### config.mk
export PLATFORM = sky130hd
export DESIGN_NAME = f_fetch_stage
export DESIGN_NICKNAME = d
export VERILOG_FILES = /design/src/rtl/cpu_pkg.sv /design/src/rtl/fd_reg.sv /design/src/rtl/f_fetch_stage.sv
export SDC_FILE = /design/constraint.sdc
export NUM_CORES = 1
export LEC_CHECK = 0
export ABC_AREA = 0
export BUFFER_PORTS_ARGS = -buffer_cell sky130_fd_sc_hd__clkbuf_2
export CAP_MARGIN = 0
export CORE_MARGIN = 5
export CORE_UTILIZATION = 36
export CTS_BUF_LIST = sky130_fd_sc_hd__clkbuf_16
export CTS_CLUSTER_SIZE = 28
export DETAILED_ROUTE_END_ITERATION = 6
export PLACE_DENSITY_LB_ADDON = 0.15
export SYNTH_ARGS = -nofsm -noshare
export SYNTH_HDL_FRONTEND = slang
export SYNTH_HIERARCHICAL = 1
export SYNTH_SLANG_ARGS = --single-unit
### constraint.sdc
create_clock -name clk -period 2.2 [get_ports clk]
set_input_delay 0.66 -clock clk [delete_from_list [all_inputs] [get_ports clk]]
set_output_delay 0.66 -clock clk [all_outputs]
set_load 0.005 [all_outputs]
### src/rtl/cpu_pkg.sv
// cpu_pkg: constants and fetch-state type shared by the F stage and the F/D register.
package cpu_pkg;
  localparam logic [31:0] RESET_PC = 32'h0000_3000;
  localparam logic [4:0]  EXC_ADEL = 5'd4;
  localparam logic [31:0] NOP      = 32'h0000_0000;
  typedef enum logic [1:0] {FETCH, HOLD, DROP} fetch_state_t;
endpackage

### src/rtl/fd_reg.sv
// fd_reg: F/D pipeline register; bubble beats load, otherwise contents hold.
// FETCH_EXC_EN adds the exception-code field.
module fd_reg #(
  parameter logic [31:0] RESET_PC = cpu_pkg::RESET_PC
) (
  input  logic        clk,
  input  logic        reset_n,
  input  logic        load_i,
  input  logic        bubble_i,
  input  logic [31:0] pc_i,
  input  logic [31:0] instr_i,
  input  logic [31:0] bubble_pc_i,
`ifdef FETCH_EXC_EN
  input  logic [4:0]  exc_i,
  output logic [4:0]  exc_o,
`endif
  output logic [31:0] pc_o,
  output logic [31:0] instr_o,
  output logic        valid_o
);
  import cpu_pkg::*;
  logic [31:0] pc_q, instr_q;
  logic        valid_q;
  always_ff @(posedge clk or negedge reset_n)
    if (!reset_n) begin
      pc_q    <= RESET_PC;
      instr_q <= NOP;
      valid_q <= 1'b0;
    end else if (bubble_i) begin
      pc_q    <= bubble_pc_i;
      instr_q <= NOP;
      valid_q <= 1'b0;
    end else if (load_i) begin
      pc_q    <= pc_i;
      instr_q <= instr_i;
      valid_q <= 1'b1;
    end
`ifdef FETCH_EXC_EN
  logic [4:0] exc_q;
  always_ff @(posedge clk or negedge reset_n)
    if (!reset_n) exc_q <= 5'd0;
    else if (bubble_i) exc_q <= 5'd0;
    else if (load_i) exc_q <= exc_i;
  assign exc_o = exc_q;
`endif
  assign pc_o    = pc_q;
  assign instr_o = instr_q;
  assign valid_o = valid_q;
endmodule

### src/rtl/f_fetch_stage.sv
// f_fetch_stage: F-stage PC register, imem handshake FSM and F/D register feed.
// FETCH_EXC_EN enables AdEL detection on fetch addresses and the D_exc output.
module f_fetch_stage #(
  parameter logic [31:0] RESET_PC = cpu_pkg::RESET_PC
`ifdef FETCH_EXC_EN
  ,
  parameter logic [31:0] IM_LO = 32'h0000_3000,
  parameter logic [31:0] IM_HI = 32'h0000_6FFC
`endif
) (
  input  logic        clk,
  input  logic        reset_n,
  input  logic        stall,
  input  logic [31:0] next_pc,
  input  logic        flush,
  input  logic [31:0] redirect_pc,
  output logic [31:0] imem_addr,
  output logic        imem_req,
  input  logic        imem_ready,
  input  logic [31:0] imem_rdata,
  output logic [31:0] F_pc,
  output logic        f_busy,
  output logic [31:0] D_pc,
  output logic [31:0] D_instr,
`ifdef FETCH_EXC_EN
  output logic [4:0]  D_exc,
`endif
  output logic        D_valid
);
  import cpu_pkg::*;
  fetch_state_t state_q, state_d;
  logic [31:0]  f_pc_q, f_pc_d, hold_q, hold_d, drop_q, drop_d, word;
  logic         adel, word_ok, advance;
`ifdef FETCH_EXC_EN
  assign adel = state_q == FETCH && (f_pc_q[1:0] != 2'b00 || f_pc_q < IM_LO || f_pc_q > IM_HI);
`else
  assign adel = 1'b0;
`endif
  assign word_ok = (state_q == FETCH && (imem_ready || adel)) || state_q == HOLD;
  assign advance = word_ok && !stall && !flush;
  always_ff @(posedge clk or negedge reset_n)
    if (!reset_n) begin
      state_q <= FETCH;
      f_pc_q  <= RESET_PC;
      hold_q  <= NOP;
      drop_q  <= RESET_PC;
    end else begin
      state_q <= state_d;
      f_pc_q  <= f_pc_d;
      hold_q  <= hold_d;
      drop_q  <= drop_d;
    end
  // An AdEL fetch never enters HOLD: it has no request and re-completes every cycle.
  always_comb begin
    state_d = flush ? ((((state_q == FETCH && !adel) || state_q == DROP) && !imem_ready) ? DROP : FETCH)
            : state_q == DROP ? (imem_ready ? FETCH : DROP)
            : (word_ok && stall && !adel) ? HOLD : FETCH;
    f_pc_d  = flush ? redirect_pc : advance ? next_pc : f_pc_q;
    hold_d  = state_q == FETCH ? imem_rdata : hold_q;
    drop_d  = (flush && state_q == FETCH) ? f_pc_q : drop_q;
  end
  always_comb begin
    imem_req  = reset_n && state_q != HOLD && !adel;
    imem_addr = state_q == DROP ? drop_q : f_pc_q;
    f_busy    = !word_ok || state_q == DROP;
    word      = state_q == HOLD ? hold_q : adel ? NOP : imem_rdata;
  end
  assign F_pc = f_pc_q;
  fd_reg #(.RESET_PC(RESET_PC)) u_fd (
    .clk        (clk),
    .reset_n    (reset_n),
    .load_i     (advance),
    .bubble_i   (flush),
    .pc_i       (f_pc_q),
    .instr_i    (word),
    .bubble_pc_i(redirect_pc),
`ifdef FETCH_EXC_EN
    .exc_i      (adel ? EXC_ADEL : 5'd0),
    .exc_o      (D_exc),
`endif
    .pc_o       (D_pc),
    .instr_o    (D_instr),
    .valid_o    (D_valid)
  );
endmodule

==> results of run 1 <==
[area by class of cell]
type | count | area [um^2]
timing repair buffer | 255 | 1500
clock inverter | 15 | 216
tap | 275 | 344
multi-input combinational | 365 | 3550
antenna | 1 | 2.50
sequential | 163 | 4090
fill | 1898 | 11000
clock buffer | 17 | 425
[cell families (layout without fill, tap and decap cells)]
family	after synthesis	count (layout)	synth area share (%)
other	0	1	0
muxes	256	256	37.4
AOI/OAI and AO/OA	34	34	2.44
DFF	163	163	52.5
and+or+nand+nor	75	75	3.86
buffers and inverters	40	287	3.81
[worst paths after layout]
check / start / to / slack (ps)
max in group asynchronous: reset_n / u_fd/pc_o[28] / 1170
worst max register to register: state_q[1] / u_fd/instr_o[19] / 300
min in group clk: redirect_pc[12] / u_fd/pc_o[12] / 440
worst min register to register: hold_q[27] / hold_q[27] / 500
worst min-delay path: reset_n / hold_q[28] / 410
worst max-delay path: state_q[0] / imem_addr[24] / -180
[synthesized netlist by cell type, drive strengths merged]
cell type	instances	area (um^2)
nor2	36	138
dfrtp	157	3930
dfstp	6	158
nor3	2	10.0
and2	1	6.26
clkbuf	7	26.3
nor2b	3	18.8
o21ai	32	160
nand2	32	120
mux2i	64	641
o21bai	2	30.0
buf	33	270
nor3b	1	7.51
mux2	192	2270
[power breakdown]
group | internal [W] | total, W | switching (W)
sequential | 0.00340 | 0.00371 | 0.000314
clock | 0.00193 | 0.00323 | 0.00129
combinational | 0.00102 | 0.00169 | 0.000673
total | 0.00635 | 0.00863 | 0.00228
[routing by layer]
layer / part of all wire [%] / vias up
li1: - / 2472
met1: 47 / 2624
met2: 46 / 172
met3: 5.8 / 16
met4: 1.0 / 2
met5: 0.064 / -
[per-stage QoR]
stage	total power, W	std cells	util (%)	worst slack [ps]
2_1_floorplan	0.00460	568	-	240
3_3_place_gp	0.00528	1052	43.6	235
3_5_place_dp	0.00531	1052	43.6	147
4_1_cts	0.00870	1089	47.4	-221
5_1_grt	0.00905	1091	47.9	-255
6_report	0.00863	1091	47.9	-181
[critical path, cell delays in order, from the launching register on]
cell,delay [ps]
sky130_fd_sc_hd__dfrtp_1,410
sky130_fd_sc_hd__nor2b_4,160
sky130_fd_sc_hd__buf_6,140
sky130_fd_sc_hd__clkbuf_16,160
sky130_fd_sc_hd__mux2_4,310
sky130_fd_sc_hd__buf_6,120
[state kept, by name, indices dropped and copies added (netlist names)]
name / count
F_pc: 32
drop_q: 32
hold_q: 32
u_fd/instr_o: 32
u_fd/pc_o: 32
state_q: 2
u_fd/valid_o: 1
[repair_timing]
item,in CTS,in global routing
resized for setup,21,16
hold endpoints to repair,0,0
endpoints found under the setup margin,31,32
cloned,2,1
buffers inserted,3,0
==> impl_metrics.xml, run 1 <==
<?xml version="1.0" encoding="UTF-8"?>
<metrics>
  <group name="global_route">
    <metric name="initial_antenna_violation_count" unit="">2</metric>
    <metric name="global_route.peak_usage_layer" unit="">met2</metric>
    <metric name="grt_util_met2" unit="%">25.8</metric>
    <metric name="grt_pass1_wl" unit="um">31400</metric>
    <metric name="global_route.usage.met3" unit="%">3.93</metric>
    <metric name="first_global_vias" unit="">5811</metric>
    <metric name="globalRoute.totalOverflow" unit="">0</metric>
    <metric name="grt.total_usage" unit="%">16.2</metric>
    <metric name="grt_use_met1" unit="%">22.2</metric>
    <metric name="grt_max_degree" unit="">164</metric>
  </group>
  <group name="worst_setup_path">
    <metric name="critical_path_capture_point_type" unit="">output port</metric>
    <metric name="endpoint_required_time_on_the_critical_path" unit="ps">1540</metric>
    <metric name="worst-setup-path-type" unit="">reg2out</metric>
    <metric name="r2r.worst_path.cells" unit="">6</metric>
    <metric name="start_kind" unit="">register</metric>
    <metric name="arrival_time_worst_endpoint" unit="ps">1720</metric>
    <metric name="critical_path_peak_fanout" unit="">7</metric>
  </group>
  <group name="clocking">
    <metric name="clock_tree.htree_level_count" unit="">4</metric>
    <metric name="cts_hold_buffers" unit="">0</metric>
    <metric name="cts.sink_count" unit="">163</metric>
    <metric name="clk-insertion-delay-late" unit="ps">430</metric>
    <metric name="cts_tree" unit="">yes</metric>
    <metric name="clock_path_buffers" unit="">2</metric>
    <metric name="cts_buffers" unit="">17</metric>
    <metric name="path_clk_slew" unit="ps">60</metric>
    <metric name="ctsRootBufferMaster" unit="">sky130_fd_sc_hd__clkbuf_16</metric>
  </group>
  <group name="cells_and_area">
    <metric name="most_common_cell_after_layout_fill_and_taps_aside" unit="">sky130_fd_sc_hd__clkbuf_2</metric>
    <metric name="stdcell_area" unit="um^2">10100</metric>
    <metric name="syn2layout_area_growth" unit="%">30.0</metric>
    <metric name="layout-drive-gt1-share" unit="%">59.1</metric>
    <metric name="final_nets" unit="">903</metric>
    <metric name="mostFrequentLayoutCells" unit="">sky130_fd_sc_hd__clkbuf_2 (226), sky130_fd_sc_hd__dfrtp_1 (157), sky130_fd_sc_hd__mux2_2 (121)</metric>
  </group>
  <group name="routing">
    <metric name="remaining_drc_errors" unit="">0</metric>
    <metric name="drt_first_pass_iters" unit="">4</metric>
    <metric name="detail_route.wirelength" unit="um">20300</metric>
    <metric name="routed-via-count" unit="">5286</metric>
    <metric name="wire_per_inst" unit="um">18.6</metric>
    <metric name="viasPerCell" unit="">4.85</metric>
    <metric name="initialDrtViolationCount" unit="">225</metric>
    <metric name="post_detailed_route_count_of_antenna_violating_nets" unit="">0</metric>
  </group>
  <group name="die">
    <metric name="die_h" unit="um">157</metric>
    <metric name="ioPinCount" unit="">232</metric>
    <metric name="design.core.area" unit="um^2">21200</metric>
    <metric name="chipWidth" unit="um">157</metric>
    <metric name="row_count" unit="">53</metric>
    <metric name="floorplan.initialDensity" unit="%">36.8</metric>
    <metric name="design.die.area" unit="um^2">24700</metric>
  </group>
  <group name="placed_design">
    <metric name="place.port_buffers" unit="">231</metric>
    <metric name="gp_routability_congestion" unit="">0.803</metric>
    <metric name="place.detailed.hpwl" unit="um">13700</metric>
    <metric name="place_area" unit="um^2">9230</metric>
  </group>
  <group name="sta">
    <metric name="clock-skew-final" unit="ps">13.1</metric>
    <metric name="final-hold-violation-count" unit="">0</metric>
    <metric name="worst_max_slew_margin_expressed_relative_to_the_limit" unit="%">42.3</metric>
    <metric name="setup_total_negative_slack" unit="ps">-5000</metric>
    <metric name="setup_violations" unit="">32</metric>
    <metric name="grt_setup_unrepaired" unit="">yes</metric>
    <metric name="shortest_clock_period_the_worst_path_allows_after_layout" unit="ps">2380</metric>
    <metric name="max_slew.worst_pin.slew" unit="ps">865</metric>
    <metric name="final.setup.worst_slack" unit="ps">-181</metric>
    <metric name="report.final.slew_viol_count" unit="">0</metric>
    <metric name="hold_slack" unit="ps">407</metric>
    <metric name="min_period_over_period" unit="%">108</metric>
    <metric name="max_clock_freq" unit="MHz">420</metric>
  </group>
  <group name="min_path">
    <metric name="hp-class" unit="">in2async</metric>
  </group>
  <group name="yosys">
    <metric name="netlist-cell-type-count" unit="">21</metric>
    <metric name="postSynthNetCount" unit="">669</metric>
    <metric name="postSynthRegisterBits" unit="">163</metric>
    <metric name="yosys_warns" unit="">6</metric>
    <metric name="syn-instance-count" unit="">568</metric>
    <metric name="synthesis.area" unit="um^2">7790</metric>
    <metric name="postSynthAreaPerCell" unit="um^2">13.7</metric>
    <metric name="synth_seq_area_share" unit="%">52.5</metric>
  </group>
  <group name="pwr">
    <metric name="power_density" unit="nW/um^2">853</metric>
    <metric name="leakagePower" unit="nW">4.77</metric>
    <metric name="ir_worst_vdd" unit="mV">0.476</metric>
  </group>
  <group name="status">
    <metric name="outcome" unit="">finished, violations left</metric>
    <metric name="violated_checks" unit="">negative setup slack</metric>
  </group>
  <group name="job">
    <metric name="drv_cap" unit="">0</metric>
  </group>
</metrics>
(Power assumes the default switching activity.)
==> inputs of run 2 (changes only) <==
- ABC_AREA: 0 -> 1
==> run 2 against run 1 <==
Effect of this change: the run now ends clean; count of clock-buffer cells in the layout stayed put; synthesized cell count is 85% higher; utilization is 1.2 points lower; die area is 1.2% higher; critical path depth stayed put; setup slack better by 180 ps; first-iteration DRC count is 61% higher; via count is 37% higher; flip-flop and latch count stayed put.
==> impl_metrics.xml, run 2 <==
<?xml version="1.0" encoding="UTF-8"?>
<metrics>
  <group name="status">
    <metric name="outcome" unit="">complete, no violations</metric>
  </group>
  <group name="worst_setup_path">
    <metric name="worst-setup-path-type" unit="">reg2out</metric>
    <metric name="start_kind" unit="">register</metric>
    <metric name="critical_path_peak_fanout" unit="">12</metric>
    <metric name="r2r_setup_slack" unit="ps">460</metric>
    <metric name="critical_path.reg2reg.endpoint" unit="">u_fd/instr_o[19]</metric>
    <metric name="arrival_time_worst_endpoint" unit="ps">1540</metric>
    <metric name="endpoint_required_time_on_the_critical_path" unit="ps">1540</metric>
    <metric name="path_cells" unit="">inv_4 &gt; nand2_8 &gt; buf_16 &gt; a21oi_2 &gt; buf_2</metric>
    <metric name="buffering_stage_count_on_the_worst_path_with_inverters_included" unit="">3</metric>
    <metric name="critical-path-slowest-cell" unit="">sky130_fd_sc_hd__dfrtp_2</metric>
    <metric name="rr_startpoint" unit="">state_q[0]</metric>
    <metric name="critical_path_capture_point_type" unit="">output port</metric>
    <metric name="worst_path_dominant_cell_family" unit="">flip-flops</metric>
    <metric name="cpPeakStageDelay" unit="ps">420</metric>
    <metric name="r2r.worst_path.cells" unit="">9</metric>
  </group>
  <group name="clocking">
    <metric name="clk-insertion-delay-late" unit="ps">420</metric>
    <metric name="cts_buffers" unit="">17</metric>
    <metric name="path_clk_slew" unit="ps">70</metric>
    <metric name="clock_path_buffers" unit="">2</metric>
    <metric name="clock_tree.htree_level_count" unit="">4</metric>
    <metric name="ctsRootBufferMaster" unit="">sky130_fd_sc_hd__clkbuf_16</metric>
    <metric name="cts_tree" unit="">yes</metric>
    <metric name="cts.sink_count" unit="">163</metric>
  </group>
  <group name="yosys">
    <metric name="postSynthRegisterBits" unit="">163</metric>
    <metric name="synth_top_cell_area_share" unit="%">49.8</metric>
    <metric name="postSynthAreaPerCell" unit="um^2">7.50</metric>
    <metric name="synth_seq_area_share" unit="%">51.8</metric>
    <metric name="synthesis.area" unit="um^2">7890</metric>
    <metric name="synth.area.top_cells" unit="">sky130_fd_sc_hd__dfrtp_1 (50%), sky130_fd_sc_hd__nand2_1 (24%), sky130_fd_sc_hd__o21ai_0 (6.1%)</metric>
    <metric name="syn-instance-count" unit="">1051</metric>
    <metric name="count_of_flip_flops_with_a_built_in_enable_after_synthesis" unit="">0</metric>
    <metric name="postSynth.topFlopCell" unit="">sky130_fd_sc_hd__dfrtp_1</metric>
    <metric name="postSynthNetCount" unit="">1152</metric>
    <metric name="yosysMostFrequentCell" unit="">sky130_fd_sc_hd__nand2_1</metric>
    <metric name="yosys_warns" unit="">6</metric>
    <metric name="netlist-cell-type-count" unit="">21</metric>
    <metric name="synth_area_leader_cell" unit="">sky130_fd_sc_hd__dfrtp_1</metric>
    <metric name="synth_common_cells" unit="">sky130_fd_sc_hd__nand2_1 (503), sky130_fd_sc_hd__dfrtp_1 (157), sky130_fd_sc_hd__o21ai_0 (96)</metric>
    <metric name="async_reset_ff_share" unit="%">100</metric>
  </group>
  <group name="global_route">
    <metric name="first_global_vias" unit="">7071</metric>
    <metric name="grt.total_usage" unit="%">19.1</metric>
    <metric name="grt_pass1_wl" unit="um">37600</metric>
    <metric name="globalRoute.totalOverflow" unit="">0</metric>
    <metric name="grt_max_degree" unit="">164</metric>
    <metric name="initial_antenna_violation_count" unit="">1</metric>
  </group>
  <group name="job">
    <metric name="drv_cap" unit="">0</metric>
  </group>
  <group name="placed_design">
    <metric name="gp_routability_congestion" unit="">0.806</metric>
    <metric name="preCtsSetupSlack" unit="ps">196</metric>
    <metric name="place_area" unit="um^2">9280</metric>
    <metric name="place.detailed.hpwl" unit="um">15700</metric>
    <metric name="place.port_buffers" unit="">231</metric>
  </group>
  <group name="cells_and_area">
    <metric name="diode_count" unit="">0</metric>
    <metric name="layout-drive-gt1-share" unit="%">27.0</metric>
    <metric name="syn2layout_area_growth" unit="%">28.4</metric>
    <metric name="stdcell_area" unit="um^2">10100</metric>
    <metric name="most_common_cell_after_layout_fill_and_taps_aside" unit="">sky130_fd_sc_hd__nand2_1</metric>
    <metric name="final_core_util" unit="%">46.7</metric>
    <metric name="final_nets" unit="">1368</metric>
    <metric name="mostFrequentLayoutCells" unit="">sky130_fd_sc_hd__nand2_1 (503), sky130_fd_sc_hd__clkbuf_2 (215), sky130_fd_sc_hd__dfrtp_1 (155)</metric>
  </group>
  <group name="sta">
    <metric name="grt_setup_unrepaired" unit="">yes</metric>
    <metric name="report.final.slew_viol_count" unit="">0</metric>
    <metric name="clock-skew-final" unit="ps">7.67</metric>
    <metric name="final.setup.worst_slack" unit="ps">0.720</metric>
    <metric name="worst_max_slew_margin_expressed_relative_to_the_limit" unit="%">39.9</metric>
    <metric name="shortest_clock_period_the_worst_path_allows_after_layout" unit="ps">2200</metric>
    <metric name="hold_slack" unit="ps">396</metric>
    <metric name="max_slew.worst_pin.slew" unit="ps">902</metric>
    <metric name="setup_violations" unit="">0</metric>
    <metric name="max_clock_freq" unit="MHz">455</metric>
    <metric name="final-hold-violation-count" unit="">0</metric>
    <metric name="min_period_over_period" unit="%">100</metric>
  </group>
  <group name="routing">
    <metric name="viasPerCell" unit="">4.64</metric>
    <metric name="routed-via-count" unit="">7245</metric>
    <metric name="remaining_drc_errors" unit="">0</metric>
    <metric name="post_detailed_route_count_of_antenna_violating_nets" unit="">0</metric>
    <metric name="wire_per_inst" unit="um">15.2</metric>
    <metric name="detail_route.wirelength" unit="um">23700</metric>
    <metric name="initialDrtViolationCount" unit="">363</metric>
    <metric name="drt_first_pass_iters" unit="">5</metric>
  </group>
  <group name="die">
    <metric name="ioPinCount" unit="">232</metric>
    <metric name="chipWidth" unit="um">158</metric>
    <metric name="floorplan.initialDensity" unit="%">36.4</metric>
    <metric name="design.core.area" unit="um^2">21700</metric>
    <metric name="row_count" unit="">54</metric>
    <metric name="design.die.area" unit="um^2">25000</metric>
    <metric name="die_h" unit="um">158</metric>
  </group>
  <group name="pwr">
    <metric name="ir_worst_vdd" unit="mV">0.411</metric>
    <metric name="power_density" unit="nW/um^2">802</metric>
    <metric name="leakagePower" unit="nW">5.80</metric>
  </group>
  <group name="min_path">
    <metric name="hp-class" unit="">in2async</metric>
  </group>
</metrics>
## run 2: changes by cell type in the layout (fill, tap and decap cells not counted), sizes merged, moves of 3 or more
cell	delta
buf	+21
nand3	+65
clkbuf	-13
a21oi	+33
o21ai	+64
nor2b	-3
inv	+70
nand2	+486
mux2	-192
mux2i	-64
## run 2: power by group
| part | internal (W) | total [W] | switching, W | leakage [nW] |
|---|---|---|---|---|
| combinational | 0.000635 | 0.00155 | 0.000914 | 3.47 |
| clock | 0.00168 | 0.00296 | 0.00128 | 0.282 |
| sequential | 0.00337 | 0.00361 | 0.000242 | 2.05 |
| total | 0.00568 | 0.00812 | 0.00244 | 5.80 |
## run 2: worst max path at each step
stage | from | to | slack, ps | depth (start not counted)
2_1_floorplan | flush | u_fd/instr_o[22] | 380 | 9
3_3_place_gp | flush | u_fd/pc_o[24] | 260 | 6
3_5_place_dp | flush | u_fd/instr_o[19] | 200 | 6
6_report | state_q[0] | imem_addr[11] | 0.7 | 5
4_1_cts | state_q[0] | imem_addr[28] | -30 | 5
5_1_grt | state_q[1] | imem_addr[17] | -70 | 5
## run 2: metrics by stage
step | total power [W] | instances | TNS [ps]
detailed placement | 0.00512 | 1521 | 0
global placement | 0.00511 | 1521 | 0
CTS | 0.00822 | 1560 | -179
floorplan | 0.00440 | 1051 | 0
global route | 0.00859 | 1560 | -1420
finish | 0.00812 | 1560 | 0
## run 2: repair_timing
| item | in CTS | in global routing |
|---|---|---|
| pin swaps | 1 | 1 |
| setup endpoints to repair | 32 | 32 |
| hold buffers | 0 | 0 |
| cloned | 4 | 0 |
| resized for setup | 29 | 23 |
| buffers inserted | 3 | 0 |
## run 2: metal layers
layer / GRT usage [%] / share of wire, % / vias up / routed length [um]
li1: - / - / 3693 / -
met1: 26.4 / 46 / 3319 / 10900
met2: 30.2 / 46 / 212 / 10800
met3: 4.78 / 7.2 / 19 / 1710
met4: 4.67 / 1.3 / 2 / 304
met5: 0 / 0.029 / - / 7
## run 2: cell type report
cell class                      instances  area, um^2
Fill cell                            2194       11600
Sequential cell                       163        4090
Multi-Input combinational cell        751        3260
Timing Repair Buffer                  263        1580
Clock buffer                           17         425
Tap cell                              280         350
Inverter                               71         272
Clock inverter                         15         158
## run 2: cells by family (layout without fill, tap and decap cells)
family	after synthesis	count (layout)	share of synthesized area, %
AND/OR/NAND/NOR	621	621	31.4
buffers and inverters	137	366	8.47
flip-flops	163	163	51.8
AO/OA/AOI/OAI	130	130	8.28
## run 2: worst register-to-register path, stage by stage, from the launching register on
cell and delay (ps):
sky130_fd_sc_hd__dfrtp_2 420, sky130_fd_sc_hd__inv_4 80, sky130_fd_sc_hd__buf_4 110, sky130_fd_sc_hd__nand2_2 70, sky130_fd_sc_hd__nand3_4 90, sky130_fd_sc_hd__nor2_4 60
sky130_fd_sc_hd__nor2_8 250, sky130_fd_sc_hd__buf_4 390, sky130_fd_sc_hd__nand2_1 130, sky130_fd_sc_hd__nand2_1 70
